`src/rtl/omsp_spm_cmd_seq_pkg.sv`:
```
// Shared definitions for the SPM command sequencer.
// FSM states, r15 status codes and key geometry.
package omsp_spm_cmd_seq_pkg;

  localparam int KEY_WORDS   = 8;
  localparam int KEY_TIMEOUT = 255;

  typedef enum logic [2:0] {
    S_IDLE,
    S_UPDATE,
    S_CHECK,
    S_KD_REQ,
    S_KEY,
    S_DONE,
    S_ERR
  } state_e;

  localparam logic [15:0] SPM_ST_OK      = 16'h0000;
  localparam logic [15:0] SPM_ST_VIOL    = 16'h0001;
  localparam logic [15:0] SPM_ST_TIMEOUT = 16'h0002;
  localparam logic [15:0] SPM_ST_COLL    = 16'h0003;

endpackage

```
`src/rtl/omsp_spm_cmd_seq_if.sv`:
```
// Key-derivation handshake between the key source
// (master) and the SPM command sequencer (slave).
interface omsp_spm_cmd_seq_if;

  logic [15:0] kd_word;
  logic        kd_valid;
  logic        kd_ready;
  logic        kd_start;

  modport master (
    output kd_word,
    output kd_valid,
    input  kd_ready,
    input  kd_start
  );

  modport slave (
    input  kd_word,
    input  kd_valid,
    output kd_ready,
    output kd_start
  );

endinterface

```
`src/rtl/omsp_spm_cmd_seq_key_stream.sv`:
```
// Key word streaming: word counter, stall timeout and
// zero-latency pass-through of accepted key words.
module omsp_spm_cmd_seq_key_stream
  import omsp_spm_cmd_seq_pkg::*;
#(
  parameter int KW  = KEY_WORDS,
  parameter int KTO = KEY_TIMEOUT
) (
  input  logic        clk_i,
  input  logic        rst_i,
  input  logic        active_i,
  input  logic        clear_i,
  input  logic [15:0] kd_word_i,
  input  logic        kd_valid_i,
  output logic        kd_ready_o,
  output logic        write_key_o,
  output logic [15:0] key_in_o,
  output logic        done_o,
  output logic        timeout_o
);

  localparam int WW = (KW > 1) ? $clog2(KW) : 1;

  logic [WW-1:0] wcnt_q, wcnt_d;
  logic [7:0]    to_q, to_d;
  logic          acc;

  always_comb begin
    acc         = active_i & kd_valid_i;
    kd_ready_o  = active_i;
    write_key_o = acc;
    key_in_o    = acc ? kd_word_i : 16'h0000;
    done_o      = acc && (wcnt_q == WW'(KW - 1));
    // Fires on the stalled cycle that brings the count to KTO.
    timeout_o   = active_i && !kd_valid_i
                  && (to_q == 8'(KTO - 1));
  end

  always_comb begin
    wcnt_d = wcnt_q;
    to_d   = to_q;
    if (clear_i) begin
      wcnt_d = '0;
      to_d   = '0;
    end else if (acc) begin
      wcnt_d = wcnt_q + 1'b1;
      to_d   = '0;
    end else if (active_i) begin
      if (to_q != 8'hFF) to_d = to_q + 8'd1;
    end
  end

  always_ff @(posedge clk_i or posedge rst_i) begin
    if (rst_i) begin
      wcnt_q <= '0;
      to_q   <= '0;
    end else begin
      wcnt_q <= wcnt_d;
      to_q   <= to_d;
    end
  end

endmodule

```
`src/rtl/omsp_spm_cmd_seq.sv`:
```
// SPM command sequencer: issues protect/unprotect updates,
// checks for violations and streams the module key.
module omsp_spm_cmd_seq
  import omsp_spm_cmd_seq_pkg::*;
#(
  parameter int KW  = KEY_WORDS,
  parameter int KTO = KEY_TIMEOUT
) (
  input  logic                mclk,
  input  logic                puc_rst,
  input  logic                cmd_protect,
  input  logic                cmd_unprotect,
  input  logic                ctl_violation,
  omsp_spm_cmd_seq_if.slave   kd,
  output logic                update_spm,
  output logic                enable_spm,
  output logic                write_key,
  output logic [15:0]         key_in,
  output logic                spm_busy,
  output logic                cmd_done,
  output logic [15:0]         status
);

  state_e      state_q, state_d;
  logic [15:0] status_q, status_d;
  logic        enable_q, enable_d;
  logic        ks_active;
  logic        ks_clear;
  logic        ks_done;
  logic        ks_timeout;
  logic        kd_start_c;

  omsp_spm_cmd_seq_key_stream #(
    .KW  (KW),
    .KTO (KTO)
  ) u_key_stream (
    .clk_i       (mclk),
    .rst_i       (puc_rst),
    .active_i    (ks_active),
    .clear_i     (ks_clear),
    .kd_word_i   (kd.kd_word),
    .kd_valid_i  (kd.kd_valid),
    .kd_ready_o  (kd.kd_ready),
    .write_key_o (write_key),
    .key_in_o    (key_in),
    .done_o      (ks_done),
    .timeout_o   (ks_timeout)
  );

  assign kd.kd_start = kd_start_c;

  always_comb begin
    state_d    = state_q;
    status_d   = status_q;
    enable_d   = enable_q;
    update_spm = 1'b0;
    kd_start_c = 1'b0;
    cmd_done   = 1'b0;
    ks_active  = 1'b0;
    ks_clear   = 1'b0;
    unique case (state_q)
      S_IDLE: begin
        if (cmd_protect && cmd_unprotect) begin
          state_d  = S_ERR;
          status_d = SPM_ST_COLL;
        end else if (cmd_protect || cmd_unprotect) begin
          state_d  = S_UPDATE;
          status_d = SPM_ST_OK;
          enable_d = cmd_protect;
        end
      end
      S_UPDATE: begin
        update_spm = 1'b1;
        state_d    = S_CHECK;
      end
      S_CHECK: begin
        if (ctl_violation) begin
          state_d  = S_ERR;
          status_d = SPM_ST_VIOL;
        end else if (!enable_q) begin
          state_d = S_DONE;
        end else begin
          state_d = S_KD_REQ;
        end
      end
      S_KD_REQ: begin
        kd_start_c = 1'b1;
        ks_clear   = 1'b1;
        state_d    = S_KEY;
      end
      S_KEY: begin
        ks_active = 1'b1;
        if (ks_done) begin
          state_d = S_DONE;
        end else if (ks_timeout) begin
          // SPM stays enabled with a partial key.
          state_d  = S_ERR;
          status_d = SPM_ST_TIMEOUT;
        end
      end
      S_DONE: begin
        cmd_done = 1'b1;
        status_d = SPM_ST_OK;
        state_d  = S_IDLE;
      end
      S_ERR: begin
        cmd_done = 1'b1;
        state_d  = S_IDLE;
      end
      default: state_d = S_IDLE;
    endcase
  end

  always_comb begin
    spm_busy   = (state_q != S_IDLE);
    enable_spm = enable_q && (state_q inside
                 {S_UPDATE, S_CHECK, S_KD_REQ, S_KEY});
    status     = status_q;
  end

  always_ff @(posedge mclk or posedge puc_rst) begin
    if (puc_rst) begin
      state_q  <= S_IDLE;
      status_q <= SPM_ST_OK;
      enable_q <= 1'b0;
    end else begin
      state_q  <= state_d;
      status_q <= status_d;
      enable_q <= enable_d;
    end
  end

endmodule

```
`src/flat_wrapper.sv`:
```
// flat-port wrapper written by rule: the top's interface ports become plain ports
module omsp_spm_cmd_seq_flat import omsp_spm_cmd_seq_pkg::*;
#(
  parameter int KW  = KEY_WORDS,
  parameter int KTO = KEY_TIMEOUT
)
  (mclk, puc_rst, cmd_protect, cmd_unprotect, ctl_violation, update_spm, enable_spm, write_key, key_in, spm_busy, cmd_done, status, kd_kd_word, kd_kd_valid, kd_kd_ready, kd_kd_start);
  omsp_spm_cmd_seq_if kd_i ();
  input  logic mclk;
  input  logic puc_rst;
  input  logic cmd_protect;
  input  logic cmd_unprotect;
  input  logic ctl_violation;
  output logic update_spm;
  output logic enable_spm;
  output logic write_key;
  output logic [15:0] key_in;
  output logic spm_busy;
  output logic cmd_done;
  output logic [15:0] status;
  input wire logic [$bits(kd_i.kd_word)-1:0] kd_kd_word;
  input wire logic [$bits(kd_i.kd_valid)-1:0] kd_kd_valid;
  output wire logic [$bits(kd_i.kd_ready)-1:0] kd_kd_ready;
  output wire logic [$bits(kd_i.kd_start)-1:0] kd_kd_start;
  assign kd_i.kd_word = kd_kd_word;
  assign kd_i.kd_valid = kd_kd_valid;
  assign kd_kd_ready = kd_i.kd_ready;
  assign kd_kd_start = kd_i.kd_start;
  omsp_spm_cmd_seq #(.KW(KW), .KTO(KTO)) u_core (.mclk(mclk), .puc_rst(puc_rst), .cmd_protect(cmd_protect), .cmd_unprotect(cmd_unprotect), .ctl_violation(ctl_violation), .kd(kd_i), .update_spm(update_spm), .enable_spm(enable_spm), .write_key(write_key), .key_in(key_in), .spm_busy(spm_busy), .cmd_done(cmd_done), .status(status));
endmodule
```
`config.mk`:
```
export PLATFORM = sky130hd
export DESIGN_NAME = omsp_spm_cmd_seq_flat
export DESIGN_NICKNAME = d
export VERILOG_FILES = /design/src/rtl/omsp_spm_cmd_seq_pkg.sv /design/src/rtl/omsp_spm_cmd_seq_if.sv /design/src/rtl/omsp_spm_cmd_seq_key_stream.sv /design/src/rtl/omsp_spm_cmd_seq.sv /design/src/flat_wrapper.sv
export SDC_FILE = /design/constraint.sdc
export NUM_CORES = 1
export LEC_CHECK = 0
export BUFFER_PORTS_ARGS = -buffer_cell sky130_fd_sc_hd__buf_2
export CELL_PAD_IN_SITES_DETAIL_PLACEMENT = 0
export CELL_PAD_IN_SITES_GLOBAL_PLACEMENT = 2
export CORE_MARGIN = 4
export CORE_UTILIZATION = 27
export CTS_CLUSTER_DIAMETER = 100
export CTS_CLUSTER_SIZE = 16
export DETAILED_ROUTE_END_ITERATION = 8
export PLACE_DENSITY = 0.89
export SLEW_MARGIN = 40
export SYNTH_ARGS = -nofsm -noshare
export SYNTH_HDL_FRONTEND = slang
export SYNTH_SLANG_ARGS = --single-unit
```
`constraint.sdc`:
```
create_clock -name mclk -period 4.99 [get_ports mclk]
set_input_delay 0.499 -clock mclk [delete_from_list [all_inputs] [get_ports mclk]]
set_output_delay 0.499 -clock mclk [all_outputs]
set_load 0.02 [all_outputs]
```
==> results.py <==
metrics = {
    "outcome": {
        "outcome": "finished, final reports clean",
    },
    "cells_and_area": {
        "area_growth_pct": 19.0,
        "drive_above_1_share_pct": 28.1,
        "final_nets": 219,
        "fin_util_pct": 33.1,
        "antenna_cells": 0,
        "fillers": 506,
    },
    "global_route": {
        "grt_use_total_pct": 9.49,
        "grt_pass1_wl_um": 4750,
        "grt_pass1_vias": 1038,
        "gr-total-overflow": 0,
        "grt_start_max_net_pins": 22,
        "antenna_found_initial": 0,
    },
    "setup_path": {
        "start_kind": "flip-flop",
        "crit_fanout": 21,
        "timing.rr.start": "u_core.state_q[2]",
        "r2r_slack_ns": 2.95,
        "critPathKind": "reg2out",
        "arrival_ns": 2.16,
        "startpoint": "u_core.state_q[2]",
        "crit_end": "key_in[13]",
        "r2r-end": "u_core.u_key_stream.to_q[0]",
        "cp_data_required_time_ns": 4.49,
        "cp-end-kind": "output pin",
        "r2r_cells": 4,
    },
    "timing": {
        "timing.final.crit_share_pct": 53.4,
        "finalCriticalPeriod_ns": 2.66,
        "skew_ns": 0.00168,
        "hold_violations": 0,
        "fin_ws_ns": 2.33,
        "final.setup.tns_ns": 0,
        "finalSetupViolCount": 0,
        "report.final.slew_viol_count": 0,
        "rsz0062_at_grt": "false",
        "slew_headroom_pct": 56.8,
        "clock.fmax_mhz": 375,
        "hold_slack_ns": 0.327,
        "tightest_slew_ns": 0.648,
    },
    "detailed_routing": {
        "wl_um": 2810,
        "wl_per_cell_um": 11.4,
        "drtPass1Iterations": 4,
        "drc": 0,
        "vias": 1127,
        "ant_nets": 0,
        "via_per_inst": 4.58,
        "drt_iter0_markers": 41,
    },
    "cts": {
        "insertion_delay_ns": 0.25,
        "cts.htree.levels": 1,
        "cts.clk_slew.worst_paths_ns": 0.07,
        "cts_resized": 0,
        "cts_post_setup_buffers_inserted": 0,
        "clkSinkCount": 17,
        "cts_buffers": 3,
        "cts_root_buffer": "clkbuf_8",
        "hold_buffers": 0,
        "clockBufferDepth": 2,
        "cts_tree": "yes",
    },
    "place": {
        "pre_cts_ws_ns": 2.55,
        "io_buffers": 46,
        "hpwlAfterDp_um": 2170,
        "gp_congestion": 0.708,
    },
    "floorplan": {
        "num_rows": 25,
        "die_y_um": 77.5,
        "dieArea_um2": 6010,
        "die_w_um": 77.5,
        "ios": 61,
        "core_um2": 4690,
        "initial_core_util_pct": 27.8,
    },
    "synth": {
        "synth_area_leader_cell": "dfrtp_1",
        "yosys_warnings": 0,
        "netlist.area_leader.share_pct": 32.6,
        "synth-compound-area-share_pct": 15.9,
        "ys_seq_area_share_pct": 32.6,
        "synth-adder-area-share_pct": 3.84,
        "synth-edff-count": 0,
        "synth-xor-area-share_pct": 4.70,
        "postSynthAreaPerCell_um2": 8.59,
        "mappedNetlistArea_um2": 1310,
        "muxShareOfSynthArea_pct": 1.53,
        "yosysMostFrequentCell": "and2_1",
        "synth-simple-area-share_pct": 28.9,
        "synth_top_family_by_area": "simple AND/OR/NAND/NOR gates",
        "synth_cells": 152,
        "synth_common_cells": "21 x and2_1, 17 x dfrtp_1, 15 x buf_4",
        "synthFlopType": "dfrtp_1",
        "ys_async_sr_fraction_pct": 100,
        "synth_seq_cells": 17,
        "synth.distinct_cells": 41,
        "synthTopCellsByArea": "dfrtp_1 33%, and2_1 10%, buf_4 8.6%",
    },
    "job": {
        "maxCapViolations": 0,
    },
    "power": {
        "p_leak_nw": 0.790,
        "peakVddDrop_v": 0.000131,
        "power_density_nw_per_um2": 493,
    },
    "worst_hold_path": {
        "hp-class": "in2async",
    },
}
-- layout make-up --
| class | count | area [um2] | area share, % |
|---|---|---|---|
| inverter | 4 | 15.0 | 0.967 |
| multi-input combinational | 121 | 768 | 49.5 |
| timing repair buffer | 46 | 230 | 14.8 |
| clock inverter | 1 | 5.00 | 0.322 |
| sequential | 17 | 425 | 27.4 |
| clock buffer | 3 | 41.3 | 2.66 |
| tap | 54 | 67.6 | 4.35 |
-- where the power goes --
part | internal [W] | switching [W]
registers | 0.000185 | 0.0000679
logic | 0.000175 | 0.000236
clock network | 0.0000553 | 0.0000468
total | 0.000415 | 0.000351
-- cells in the final DEF (no fill, tap or decap), drive strengths merged, types with 3 or more instances in the layout --
cell	instances
a21oi	10
and2	21
buf	46
clkbuf	3
conb	14
dfrtp	17
ha	4
inv	4
nand2	4
nand3	3
nor2	13
nor3	3
nor3b	3
o21ai	5
or3	4
xnor2	3
xor2	4
-- layer usage --
metal	global-route usage [%]	part of all wire (%)	up-vias
li1	-	-	575
met3	1.16	5.1	2
met4	4.27	1.5	0
met5	0	0	-
met2	15.7	49	30
met1	12.3	44	520
-- cell families after synthesis --
group | count (synthesis)
other cells | 1
flops | 17
fa+ha+maj | 4
mux | 2
simple gates | 64
compound gates | 30
buf+inv | 27
xor+xnor | 7
-- worst min-delay path by stage --
stage	to	slack, ns	depth (start not counted)
2_1_floorplan	u_core.enable_q	0.43	1
3_3_place_gp	u_core.status[0]	0.49	1
3_5_place_dp	u_core.status[1]	0.49	1
4_1_cts	u_core.u_key_stream.to_q[3]	0.36	2
5_1_grt	u_core.u_key_stream.to_q[3]	0.40	2
6_report	u_core.status[0]	0.33	2
-- sequential cells by signal (all words and copies together) (netlist names) --
| register | cells |
|---|---|
| u_core.enable_q | 1 |
| u_core.state_q | 3 |
| u_core.status | 2 |
| u_core.u_key_stream.to_q | 8 |
| u_core.u_key_stream.wcnt_q | 3 |
-- stage by stage --
| stage | total power [W] | instances | area (um2) |
|---|---|---|---|
| after detailed placement | 0.000672 | 242 | 1510 |
| after floorplan | 0.000574 | 165 | 1350 |
| after global routing | 0.000841 | 246 | 1550 |
| final | 0.000766 | 246 | 1550 |
| after global placement | 0.000670 | 242 | 1510 |
| after CTS | 0.000779 | 246 | 1550 |
-- critical path, stage by stage (launching register included) --
cell and delay [ns]:
dfrtp_1 0.59, nor3b_4 0.40, and2_1 0.56, and2_1 0.21
buf_2 0.16
(Power assumes the default switching activity.)
